$ cat config.mk
export PLATFORM = sky130hd
export DESIGN_NAME = conv_seq_flat
export DESIGN_NICKNAME = d
export VERILOG_FILES = /design/src/rtl/conv_seq_pkg.sv /design/src/rtl/conv_seq_if.sv /design/src/rtl/conv_psum_add.sv /design/src/rtl/conv_seq.sv /design/src/flat_wrapper.sv
export SDC_FILE = /design/constraint.sdc
export NUM_CORES = 1
export LEC_CHECK = 0
export CORE_MARGIN = 4
export CORE_UTILIZATION = 61
export DETAILED_ROUTE_END_ITERATION = 12
export GPL_ROUTABILITY_DRIVEN = 0
export GPL_TIMING_DRIVEN = 0
export PLACE_DENSITY = 0.82
export SLEW_MARGIN = 20
export SYNTH_ARGS = -nofsm -noshare
export SYNTH_HDL_FRONTEND = slang
export SYNTH_SLANG_ARGS = --single-unit
$ cat constraint.sdc
create_clock -name clk -period 36.3 [get_ports clk]
set_clock_uncertainty 0.15 [all_clocks]
set_input_delay 5.445 -clock clk [delete_from_list [all_inputs] [get_ports clk]]
set_output_delay 5.445 -clock clk [all_outputs]
set_load 0.05 [all_outputs]
$ cat src/rtl/conv_seq_pkg.sv
// Shared definitions for the conv_seq sequencer: state encoding, fp16
// constants, default parameters and the fp16 helper functions.
package conv_seq_pkg;

    localparam int          CH_W_DEF    = 8;
    localparam int          TIMEOUT_DEF = 1023;
    localparam logic [15:0] FP16_ZERO   = 16'h0000;

    typedef enum logic [2:0] {
        ST_IDLE  = 3'd0,
        ST_FETCH = 3'd1,
        ST_CONV  = 3'd2,
        ST_ADD   = 3'd3,
        ST_OUT   = 3'd4
    } state_t;

    // ReLU on an fp16 value: negative results collapse to +0.
    function automatic logic [15:0] fp16_relu(input logic relu, input logic [15:0] v);
        logic [15:0] r;
        if (relu && v[15]) begin
            r = FP16_ZERO;
        end else begin
            r = v;
        end
        return r;
    endfunction

    // fp16 addition, round-to-nearest-even, subnormals supported.
    // Inf/NaN operands are passed through from the larger-magnitude input.
    function automatic logic [15:0] fp16_add(input logic [15:0] a, input logic [15:0] b);
        logic [15:0] x, y, r;
        logic [4:0]  ex, ey;
        logic [13:0] mx, my, sh;
        logic [14:0] s;
        logic [6:0]  e, d;
        logic [11:0] m;
        logic        sticky, rnd;
        // x always carries the larger magnitude so the alignment shift is one-sided
        if (a[14:0] >= b[14:0]) begin
            x = a;
            y = b;
        end else begin
            x = b;
            y = a;
        end
        ex = (x[14:10] == 5'd0) ? 5'd1 : x[14:10];
        ey = (y[14:10] == 5'd0) ? 5'd1 : y[14:10];
        mx = {(x[14:10] != 5'd0), x[9:0], 3'b000};
        my = {(y[14:10] != 5'd0), y[9:0], 3'b000};
        d  = {2'b00, ex - ey};
        if (d > 7'd13) begin
            sh     = 14'd0;
            sticky = |my;
        end else begin
            sh     = my >> d;
            sticky = |(my & ~(14'h3fff << d));
        end
        sh[0] = sh[0] | sticky;
        if (x[15] == y[15]) begin
            s = {1'b0, mx} + {1'b0, sh};
        end else begin
            s = {1'b0, mx} - {1'b0, sh};
        end
        e = {2'b00, ex};
        if (s[14]) begin
            s = {1'b0, s[14:1]} | {14'd0, s[0]};
            e = e + 7'd1;
        end else begin
            for (int i = 0; i < 13; i++) begin
                if (!s[13] && (e > 7'd1)) begin
                    s = s << 1;
                    e = e - 7'd1;
                end else begin
                    s = s;
                end
            end
        end
        rnd = s[2] & (s[1] | s[0] | s[3]);
        m   = {1'b0, s[13:3]} + {11'd0, rnd};
        if (m[11]) begin
            m = m >> 1;
            e = e + 7'd1;
        end else begin
            m = m;
        end
        if (x[14:10] == 5'h1f) begin
            r = x;
        end else if (s == 15'd0) begin
            r = FP16_ZERO;
        end else if (e >= 7'd31) begin
            r = {x[15], 5'h1f, 10'd0};
        end else begin
            r = {x[15], (m[10] ? e[4:0] : 5'd0), m[9:0]};
        end
        return r;
    endfunction

endpackage

$ cat src/rtl/conv_seq_if.sv
// Job / fetch / engine / result signal bundle of the conv sequencer.
// master = sequencer side, slave = environment (job source, operand
// fetcher, conv engine and result consumer).
interface conv_seq_if import conv_seq_pkg::*; #(
    parameter int CH_W = CH_W_DEF
);
    logic            job_valid;
    logic            job_ready;
    logic [CH_W-1:0] job_channels;
    logic            job_relu;
    logic            fetch_req;
    logic [CH_W-1:0] fetch_ch;
    logic            fetch_ack;
    logic            eng_start;
    logic            eng_done;
    logic [15:0]     eng_result;
    logic            res_valid;
    logic            res_ready;
    logic [15:0]     res_data;
    logic            busy;
    logic            err;

    modport master (
        input  job_valid, job_channels, job_relu, fetch_ack, eng_done, eng_result, res_ready,
        output job_ready, fetch_req, fetch_ch, eng_start, res_valid, res_data, busy, err
    );

    modport slave (
        output job_valid, job_channels, job_relu, fetch_ack, eng_done, eng_result, res_ready,
        input  job_ready, fetch_req, fetch_ch, eng_start, res_valid, res_data, busy, err
    );
endinterface

$ cat src/rtl/conv_psum_add.sv
// Partial-sum adder: wraps a one-shot fp16 accumulate core. A one-cycle nd
// loads a+b; rdy pulses for one cycle with the sum, then the core clears.
module conv_psum_add import conv_seq_pkg::*; (
    input  logic        clk,
    input  logic        rst_n,
    input  logic [15:0] a,
    input  logic [15:0] b,
    input  logic        nd,
    output logic        rdy,
    output logic [15:0] result
);
    logic        ce_s;
    logic        sclr_s;
    logic        rdy_q;
    logic [15:0] result_q;

    // The core only advances while no result is pending and self-clears
    // in the cycle after it presents one.
    assign ce_s   = ~rdy_q;
    assign sclr_s = rdy_q;

    // Accumulate core: capture the sum on nd, present it for one cycle.
    always_ff @(posedge clk or negedge rst_n) begin
        if (!rst_n) begin
            rdy_q    <= 1'b0;
            result_q <= FP16_ZERO;
        end else if (sclr_s) begin
            rdy_q    <= 1'b0;
            result_q <= FP16_ZERO;
        end else if (ce_s) begin
            rdy_q    <= nd;
            result_q <= nd ? fp16_add(a, b) : result_q;
        end else begin
            rdy_q    <= rdy_q;
            result_q <= result_q;
        end
    end

    assign rdy    = rdy_q;
    assign result = result_q;
endmodule

$ cat src/rtl/conv_seq.sv
// Convolution channel sequencer: for each input channel fetches operands,
// starts the 3x3 engine, and accumulates the fp16 results; the channel sum
// (optionally ReLU'd) is then offered on the result port. A watchdog aborts
// a job that waits too long on the engine or adder.
module conv_seq import conv_seq_pkg::*; #(
    parameter int CH_W    = CH_W_DEF,
    parameter int TIMEOUT = TIMEOUT_DEF
) (
    input logic        clk,
    input logic        rst_n,
    conv_seq_if.master bus
);
    localparam int              WD_W    = $clog2(TIMEOUT + 1);
    localparam logic [WD_W-1:0] WD_LAST = WD_W'(TIMEOUT - 1);
    localparam logic [WD_W-1:0] WD_ONE  = WD_W'(1);
    localparam logic [CH_W-1:0] CH_ONE  = CH_W'(1);

    state_t          state_q;
    logic [CH_W-1:0] ch_total_q;
    logic [CH_W-1:0] ch_cnt_q;
    logic            relu_q;
    logic [15:0]     psum_q;
    logic [15:0]     add_b_q;
    logic            add_nd_q;
    logic [WD_W-1:0] wdog_q;
    logic            job_ready_q;
    logic            fetch_req_q;
    logic            eng_start_q;
    logic            res_valid_q;
    logic [15:0]     res_data_q;
    logic            busy_q;
    logic            err_q;

    logic            last_ch_s;
    logic            wd_expired_s;
    logic            add_rdy_s;
    logic [15:0]     add_result_s;

    // ch_total is at least 1 whenever this is consulted, so the subtraction
    // never wraps and the counter stops at the last channel.
    assign last_ch_s    = (ch_cnt_q == (ch_total_q - CH_ONE));
    assign wd_expired_s = (wdog_q == WD_LAST);

    conv_psum_add u_add (
        .clk    (clk),
        .rst_n  (rst_n),
        .a      (psum_q),
        .b      (add_b_q),
        .nd     (add_nd_q),
        .rdy    (add_rdy_s),
        .result (add_result_s)
    );

    // Sequencer FSM with registered outputs; the watchdog restarts from zero
    // on every transition and only counts while waiting in CONV or ADD.
    always_ff @(posedge clk or negedge rst_n) begin
        if (!rst_n) begin
            state_q     <= ST_IDLE;
            ch_total_q  <= '0;
            ch_cnt_q    <= '0;
            relu_q      <= 1'b0;
            psum_q      <= FP16_ZERO;
            add_b_q     <= FP16_ZERO;
            add_nd_q    <= 1'b0;
            wdog_q      <= '0;
            job_ready_q <= 1'b0;
            fetch_req_q <= 1'b0;
            eng_start_q <= 1'b0;
            res_valid_q <= 1'b0;
            res_data_q  <= FP16_ZERO;
            busy_q      <= 1'b0;
            err_q       <= 1'b0;
        end else begin
            eng_start_q <= 1'b0;
            add_nd_q    <= 1'b0;
            wdog_q      <= '0;
            case (state_q)
                ST_IDLE: begin
                    if (bus.job_valid && job_ready_q) begin
                        ch_total_q  <= bus.job_channels;
                        relu_q      <= bus.job_relu;
                        ch_cnt_q    <= '0;
                        err_q       <= 1'b0;
                        job_ready_q <= 1'b0;
                        busy_q      <= 1'b1;
                        if (bus.job_channels == '0) begin
                            psum_q      <= FP16_ZERO;
                            res_data_q  <= FP16_ZERO;
                            res_valid_q <= 1'b1;
                            state_q     <= ST_OUT;
                        end else begin
                            fetch_req_q <= 1'b1;
                            state_q     <= ST_FETCH;
                        end
                    end else begin
                        job_ready_q <= 1'b1;
                    end
                end
                ST_FETCH: begin
                    if (bus.fetch_ack) begin
                        fetch_req_q <= 1'b0;
                        eng_start_q <= 1'b1;
                        state_q     <= ST_CONV;
                    end else begin
                        fetch_req_q <= 1'b1;
                    end
                end
                ST_CONV: begin
                    if (bus.eng_done) begin
                        if (ch_cnt_q == '0) begin
                            psum_q <= bus.eng_result;
                            if (last_ch_s) begin
                                res_data_q  <= fp16_relu(relu_q, bus.eng_result);
                                res_valid_q <= 1'b1;
                                state_q     <= ST_OUT;
                            end else begin
                                ch_cnt_q    <= ch_cnt_q + CH_ONE;
                                fetch_req_q <= 1'b1;
                                state_q     <= ST_FETCH;
                            end
                        end else begin
                            add_b_q  <= bus.eng_result;
                            add_nd_q <= 1'b1;
                            state_q  <= ST_ADD;
                        end
                    end else if (wd_expired_s) begin
                        err_q       <= 1'b1;
                        res_data_q  <= FP16_ZERO;
                        res_valid_q <= 1'b1;
                        state_q     <= ST_OUT;
                    end else begin
                        wdog_q <= wdog_q + WD_ONE;
                    end
                end
                ST_ADD: begin
                    if (add_rdy_s) begin
                        psum_q <= add_result_s;
                        if (last_ch_s) begin
                            res_data_q  <= fp16_relu(relu_q, add_result_s);
                            res_valid_q <= 1'b1;
                            state_q     <= ST_OUT;
                        end else begin
                            ch_cnt_q    <= ch_cnt_q + CH_ONE;
                            fetch_req_q <= 1'b1;
                            state_q     <= ST_FETCH;
                        end
                    end else if (wd_expired_s) begin
                        err_q       <= 1'b1;
                        res_data_q  <= FP16_ZERO;
                        res_valid_q <= 1'b1;
                        state_q     <= ST_OUT;
                    end else begin
                        wdog_q <= wdog_q + WD_ONE;
                    end
                end
                ST_OUT: begin
                    if (bus.res_ready) begin
                        res_valid_q <= 1'b0;
                        busy_q      <= 1'b0;
                        job_ready_q <= 1'b1;
                        state_q     <= ST_IDLE;
                    end else begin
                        res_valid_q <= 1'b1;
                    end
                end
                default: begin
                    fetch_req_q <= 1'b0;
                    res_valid_q <= 1'b0;
                    busy_q      <= 1'b0;
                    job_ready_q <= 1'b0;
                    state_q     <= ST_IDLE;
                end
            endcase
        end
    end

    assign bus.job_ready = job_ready_q;
    assign bus.fetch_req = fetch_req_q;
    assign bus.fetch_ch  = ch_cnt_q;
    assign bus.eng_start = eng_start_q;
    assign bus.res_valid = res_valid_q;
    assign bus.res_data  = res_data_q;
    assign bus.busy      = busy_q;
    assign bus.err       = err_q;
endmodule

$ cat src/flat_wrapper.sv
// flat-port wrapper written by rule: the top's interface ports become plain ports
module conv_seq_flat import conv_seq_pkg::*;
#(
    parameter int CH_W    = CH_W_DEF,
    parameter int TIMEOUT = TIMEOUT_DEF
)
  (clk, rst_n, bus_job_valid, bus_job_channels, bus_job_relu, bus_fetch_ack, bus_eng_done, bus_eng_result, bus_res_ready, bus_job_ready, bus_fetch_req, bus_fetch_ch, bus_eng_start, bus_res_valid, bus_res_data, bus_busy, bus_err);
  conv_seq_if #(.CH_W(CH_W)) bus_i ();
  input logic clk;
  input logic rst_n;
  input wire logic [$bits(bus_i.job_valid)-1:0] bus_job_valid;
  input wire logic [$bits(bus_i.job_channels)-1:0] bus_job_channels;
  input wire logic [$bits(bus_i.job_relu)-1:0] bus_job_relu;
  input wire logic [$bits(bus_i.fetch_ack)-1:0] bus_fetch_ack;
  input wire logic [$bits(bus_i.eng_done)-1:0] bus_eng_done;
  input wire logic [$bits(bus_i.eng_result)-1:0] bus_eng_result;
  input wire logic [$bits(bus_i.res_ready)-1:0] bus_res_ready;
  output wire logic [$bits(bus_i.job_ready)-1:0] bus_job_ready;
  output wire logic [$bits(bus_i.fetch_req)-1:0] bus_fetch_req;
  output wire logic [$bits(bus_i.fetch_ch)-1:0] bus_fetch_ch;
  output wire logic [$bits(bus_i.eng_start)-1:0] bus_eng_start;
  output wire logic [$bits(bus_i.res_valid)-1:0] bus_res_valid;
  output wire logic [$bits(bus_i.res_data)-1:0] bus_res_data;
  output wire logic [$bits(bus_i.busy)-1:0] bus_busy;
  output wire logic [$bits(bus_i.err)-1:0] bus_err;
  assign bus_i.job_valid = bus_job_valid;
  assign bus_i.job_channels = bus_job_channels;
  assign bus_i.job_relu = bus_job_relu;
  assign bus_i.fetch_ack = bus_fetch_ack;
  assign bus_i.eng_done = bus_eng_done;
  assign bus_i.eng_result = bus_eng_result;
  assign bus_i.res_ready = bus_res_ready;
  assign bus_job_ready = bus_i.job_ready;
  assign bus_fetch_req = bus_i.fetch_req;
  assign bus_fetch_ch = bus_i.fetch_ch;
  assign bus_eng_start = bus_i.eng_start;
  assign bus_res_valid = bus_i.res_valid;
  assign bus_res_data = bus_i.res_data;
  assign bus_busy = bus_i.busy;
  assign bus_err = bus_i.err;
  conv_seq #(.CH_W(CH_W), .TIMEOUT(TIMEOUT)) u_core (.clk(clk), .rst_n(rst_n), .bus(bus_i));
endmodule
==> impl_metrics.json, run 1 <==
{
  "io_pins": 61,
  "final_util_pct": 67.6,
  "hold_viol_final": 0,
  "yosys.area_share.xor_xnor_pct": 4.76,
  "setup_violations": 0,
  "critical_path_required_ns": 36.37,
  "wl_per_cell_um": 19.7,
  "fin_tns_setup_ns": 0,
  "grt_pass1_wl_mm": 84.1,
  "critPathCaptureType": "flop",
  "met2WireLength_mm": 23.9,
  "tightest_slew_ns": 1.15,
  "antenna_left": 0,
  "synth_nets": 2338,
  "cts_hold_buf": 0,
  "cts.sinks": 102,
  "avgSynthCellArea_um2": 7.31,
  "num_vias": 18400,
  "crit_start": "u_core.add_b_q[4]$_DFFE_PN0P_",
  "period_share_pct": 93.7,
  "top_layer": "met4",
  "crit_path_start_kind": "flop",
  "drtIter0Drc": 2092,
  "clockBufferDepth": 2,
  "synth_cell_type_count": 123,
  "drt-pass1-iter-count": 10,
  "outcome": "complete, no violations",
  "fmax_mhz": 29.4,
  "syn_inst": 2229,
  "rows": 59,
  "postSynth.asyncResetShare_pct": 100,
  "synthSimpleGateAreaFrac_pct": 25.7,
  "n_fill_cell": 2268,
  "synth-seq-cells": 102,
  "mappedNetlistArea_um2": 16300,
  "area_delta_synth_final_pct": 8.53,
  "fin_cells": 2644,
  "path_class": "flop to flop",
  "path_max_fanout": 10,
  "die_h_um": 171,
  "reg2reg_depth": 127,
  "ctsRootBufferMaster": "clkbuf_16",
  "synth_compound_area_share_pct": 33.3,
  "io_buffers": 60,
  "fin_crit_ns": 34.03,
  "cap_violations": 0,
  "synthAdderAreaFrac_pct": 6.08,
  "viasPerCell": 6.96,
  "reg2reg_from": "u_core.add_b_q[4]$_DFFE_PN0P_",
  "insertion_delay_ns": 0.35,
  "grt_setup_unrepaired": "no",
  "place_hpwl_mm": 40.8,
  "antenna_found_initial": 0,
  "grt_pass1_vias": 17100,
  "layout.nets": 2413,
  "place_inst": 2625,
  "dr_wl_met3_mm": 4.36,
  "cp_slowest_cell": "mux2i_2",
  "cts.reportedPaths.clkPinSlew_ns": 0.08,
  "synth.mux.area_fraction_pct": 9.21,
  "route.detailed.drc": 0,
  "ys.flop_type": "dfrtp_1",
  "overflow": 0,
  "wl_mm": 52.2,
  "setup.worst_path.end": "u_core.u_add.result[14]$_DFFE_PN0P_",
  "die_x_um": 171,
  "initial_utilization_pct": 62.3,
  "hold_class": "flop to flop",
  "synth_top_family_by_area": "compound AO/OA/AOI/OAI gates",
  "cts_tree": "yes",
  "r2r-end": "u_core.u_add.result[14]$_DFFE_PN0P_",
  "grt_max_degree": 74,
  "antenna_cells": 0,
  "cts_buffers": 9,
  "h-tree-depth": 3,
  "arrival_ns": 34.10,
  "dieArea_um2": 29400,
  "m1WireLength_mm": 21.4,
  "synth_edf_count": 0,
  "final_max_slew_viol_count": 0,
  "cpPeakStageDelay_ns": 0.68,
  "coreArea_um2": 26100,
  "reg2reg_setup_slack_ns": 2.27,
  "maxSlewHeadroom_pct": 23.5,
  "yosysSeqAreaShare_pct": 15.7,
  "min-delay-start": "u_core.bus.fetch_req$_DFFE_PN0P_",
  "drive_above_1_share_pct": 7.10,
  "yosysWarnings": 0,
  "grt_use_total_pct": 33.8
}
-- cell usage in the layout, fill, tap and decap left out, drive strengths merged, types with 14 or more instances in the layout --
cell	n
a2111oi	15
a211o	14
a211oi	40
a21o	35
a21oi	129
a221oi	20
a22o	35
a31oi	30
and2	29
and3	24
buf	31
clkbuf	95
clkdlybuf4s50	59
dfrtp	102
ha	76
inv	101
mux2	37
mux2i	107
nand2	256
nand2b	26
nand3	60
nand4	29
nor2	244
nor3	75
nor4	28
o211ai	42
o21a	20
o21ai	152
o22ai	14
o31ai	34
or2	22
or3	24
xnor2	65
xor2	21
-- cell type report --
type	instances	area [um2]	share of cell area, %
Multi-Input combinational cell	1919	12900	73.0
Sequential cell	102	2550	14.4
Timing Repair Buffer	64	652	3.69
Buffer	111	483	2.73
Tap cell	335	419	2.37
Inverter	97	364	2.06
Clock buffer	10	239	1.35
Clock inverter	6	62.6	0.354
-- stage by stage --
stage	cell area (um2)	worst slack, ns	hold WS (ns)
final	17700	2.27	0.356
after global routing	17700	0.113	0.368
after CTS	17600	2.47	0.349
after detailed placement	17300	2.68	0.319
after global placement	17300	3.39	0.315
after floorplan	16300	9.07	0.324
-- metal layers --
| layer | up-vias | global-route usage (%) |
|---|---|---|
| met4 | 0 | 13.9 |
| met3 | 227 | 4.34 |
| met1 | 8631 | 43.7 |
| met2 | 1002 | 57.2 |
| met5 | - | 0 |
| li1 | 8544 | - |
-- how the worst min path moves through the flow --
stage / depth (start not counted) / slack [ns] / endpoint
after floorplan: 1 / 0.32 / u_core.wdog_q[0]$_DFF_PN0_
after detailed placement: 1 / 0.32 / u_core.bus.fetch_req$_DFFE_PN0P_
after global routing: 1 / 0.37 / u_core.bus.res_data[3]$_DFFE_PN0P_
after global placement: 1 / 0.31 / u_core.bus.fetch_req$_DFFE_PN0P_
after CTS: 1 / 0.35 / u_core.bus.fetch_req$_DFFE_PN0P_
final: 1 / 0.36 / u_core.bus.fetch_req$_DFFE_PN0P_
-- worst max-delay path: cells and delay by family (launching register included) --
| family | cells | cell delay (ns) |
|---|---|---|
| flip-flops | 1 | 0.49 |
| adder cells (fa/ha/maj) | 16 | 4.10 |
| multiplexers | 6 | 2.24 |
| AO/OA/AOI/OAI | 38 | 11.26 |
| AND/OR/NAND/NOR | 27 | 5.78 |
| XOR/XNOR | 4 | 1.15 |
| buffers and inverters | 36 | 8.65 |
-- state kept, by name (all words and copies together) (netlist names), 3 cells and up --
signal and cells:
u_core.ch_total_q 8, u_core.add_b_q 16, u_core.u_add.result 16, u_core.bus.fetch_ch 8
u_core.bus.res_data 16, u_core.psum_q 16, u_core.state_q 3, u_core.wdog_q 10
-- cells in the mapped netlist (30+ instances only) --
cell type | n | area, um2
a211oi_1 | 34 | 255
a21o_1 | 35 | 263
a21oi_1 | 125 | 626
a22o_1 | 35 | 307
clkbuf_1 | 82 | 308
dfrtp_1 | 102 | 2550
ha_1 | 76 | 951
inv_1 | 95 | 357
mux2_2 | 35 | 394
mux2i_1 | 106 | 1060
nand2_1 | 255 | 957
nand3_1 | 57 | 285
nor2_1 | 241 | 905
nor3_1 | 74 | 370
o211ai_1 | 42 | 315
o21ai_0 | 135 | 676
o31ai_1 | 30 | 225
xnor2_1 | 65 | 569
-- what timing repair did --
| action | in CTS | in global routing |
|---|---|---|
| setup endpoints to repair | 0 | 16 |
| gates resized for setup | 0 | 2 |
| buffers inserted | 0 | 3 |
-- cell families after synthesis --
logic type               count (synthesis)
AO/OA/AOI/OAI                          743
XOR/XNOR                                87
adder cells (fa/ha/maj)                 78
buffers and inverters                  208
flip-flops                             102
multiplexers                           144
AND/OR/NAND/NOR                        867
Power of run 1 is not shown: default switching activity piles up to over one toggle a cycle in this logic, so the estimate is an artifact.
==> run 2: changes to the inputs <==
--- a/config.mk
+++ b/config.mk
@@ -7,6 +7,7 @@
 export LEC_CHECK = 0
 export CORE_MARGIN = 4
 export CORE_UTILIZATION = 61
+export CTS_BUF_LIST = sky130_fd_sc_hd__clkbuf_2
 export DETAILED_ROUTE_END_ITERATION = 12
 export GPL_ROUTABILITY_DRIVEN = 0
 export GPL_TIMING_DRIVEN = 0
==> run 2 against run 1 <==
Register-to-register slack got worse by 0.096 ns. Worst setup slack got worse by 0.096 ns. First-iteration DRC count is 0.91% higher. Routed wire length is 1.1% lower. Global-route usage fell by 0.46 points. Highest routed layer unchanged. Final cell count about the same.
==> impl_metrics.json, run 2 (synthesized netlist as in run 1, its figures left out) <==
{
  "outcome": "complete, no violations",
  "n_fill_cell": 2320,
  "reg2reg_setup_slack_ns": 2.18,
  "io_buffers": 60,
  "critPathCaptureType": "flop",
  "cts_tree": "yes",
  "wl_mm": 51.6,
  "cpPeakStageDelay_ns": 0.69,
  "overflow": 0,
  "final_common_cell": "nand2_1",
  "drtIter0Drc": 2111,
  "route.detailed.drc": 0,
  "tightest_slew_ns": 1.18,
  "maxSlewHeadroom_pct": 20.5,
  "wl_per_cell_um": 19.5,
  "grt_pass1_wl_mm": 83.2,
  "drive_above_1_share_pct": 7.06,
  "place_hpwl_mm": 40.8,
  "drt-pass1-iter-count": 12,
  "fin_crit_ns": 34.12,
  "antenna_left": 0,
  "insertion_delay_ns": 0.60,
  "hold_class": "flop to flop",
  "crit_path_start_kind": "flop",
  "cts.sinks": 102,
  "viasPerCell": 6.99,
  "io_pins": 61,
  "grt_setup_unrepaired": "no",
  "path_max_fanout": 10,
  "cap_violations": 0,
  "h-tree-depth": 3,
  "num_vias": 18500,
  "die_h_um": 171,
  "period_share_pct": 94.0,
  "final_max_slew_viol_count": 0,
  "cts_hold_buf": 0,
  "cts_buffers": 9,
  "clockBufferDepth": 2,
  "grt_pass1_vias": 17000,
  "fmax_mhz": 29.3,
  "fin_tns_setup_ns": 0,
  "critical_path_required_ns": 36.62,
  "initial_utilization_pct": 62.3,
  "arrival_ns": 34.44,
  "area_delta_synth_final_pct": 7.39,
  "cp_slowest_cell": "mux2i_2",
  "layout.cells.most_common_list": "nand2_1 (255), nor2_1 (241), o21ai_0 (135), a21oi_1 (125), mux2i_1 (105)",
  "antenna_found_initial": 1,
  "path_class": "flop to flop",
  "grt_max_degree": 74,
  "cts.reportedPaths.clkPinSlew_ns": 0.34,
  "setup_violations": 0,
  "die_x_um": 171,
  "coreArea_um2": 26100,
  "grt_use_total_pct": 33.4,
  "ctsRootBufferMaster": "clkbuf_2",
  "dieArea_um2": 29400,
  "rows": 59,
  "hold_viol_final": 0,
  "layout.nets": 2413
}
-- run 2: changes by cell type in the layout (fill, tap and decap cells not counted) --
cell / delta
clkbuf_16: -9
diode_2: +2
clkbuf_2: +9
clkbuf_8: -1
clkinv_1: +1
-- run 2: per-stage QoR --
step           setup slack, ns  cell area [um2]  std cells  hold WS, ns  util (%)
6_report                  2.18            17500       2646        0.394      66.9
3_3_place_gp              3.39            17300       2624        0.315      66.2
2_1_floorplan             9.07            16300       2229        0.324         -
5_1_grt                 0.0161            17500       2646        0.412      66.9
3_5_place_dp              2.68            17300       2625        0.319      66.3
4_1_cts                   2.39            17400       2641        0.389      66.8
-- run 2: final timing paths --
path | start | cells past startpoint | to
setup reg to reg | u_core.add_b_q[4]$_DFFE_PN0P_ | 127 | u_core.u_add.result[14]$_DFFE_PN0P_
hold reg to reg | u_core.bus.fetch_req$_DFFE_PN0P_ | 1 | u_core.bus.fetch_req$_DFFE_PN0P_
min in group asynchronous | rst_n | 1 | u_core.add_b_q[0]$_DFFE_PN0P_
max in group asynchronous | rst_n | 2 | u_core.u_add.result[12]$_DFFE_PN0P_
setup / recovery | u_core.add_b_q[4]$_DFFE_PN0P_ | 127 | u_core.u_add.result[14]$_DFFE_PN0P_
hold / removal | u_core.bus.fetch_req$_DFFE_PN0P_ | 1 | u_core.bus.fetch_req$_DFFE_PN0P_
-- run 2: final cells by class --
type	count	area, um2	share of cell area [%]
clock inverters	7	66.3	0.379
clock buffers	9	45.0	0.258
multi-input cells	1919	12900	73.8
repair buffers	64	652	3.73
inverters	97	364	2.08
flip-flops and latches	102	2550	14.6
diodes	2	5.00	0.0286
well taps	335	419	2.40
plain buffers	111	483	2.76
-- run 2: what timing repair did --
item / in CTS / in global routing
buffers inserted: 0 / 3
gates resized for setup: 0 / 2
setup endpoints to repair: 0 / 16
-- run 2: critical path: cells and delay by family, from the launching register on --
kind | cells | cell delay (ns)
xor+xnor | 4 | 1.15
mux | 6 | 2.26
buf+inv | 36 | 8.68
compound gates | 38 | 11.25
simple gates | 27 | 5.77
fa+ha+maj | 16 | 4.14
flops | 1 | 0.56
-- run 2: layer usage --
layer / track usage, % / share of wire, % / vias up
met5: 0 / 0 / -
met1: 43.6 / 41 / 8690
met2: 56.0 / 46 / 1042
li1: - / - / 8544
met3: 4.50 / 8.7 / 208
met4: 13.0 / 4.5 / 0
Power of run 2 is left out for the same reason.
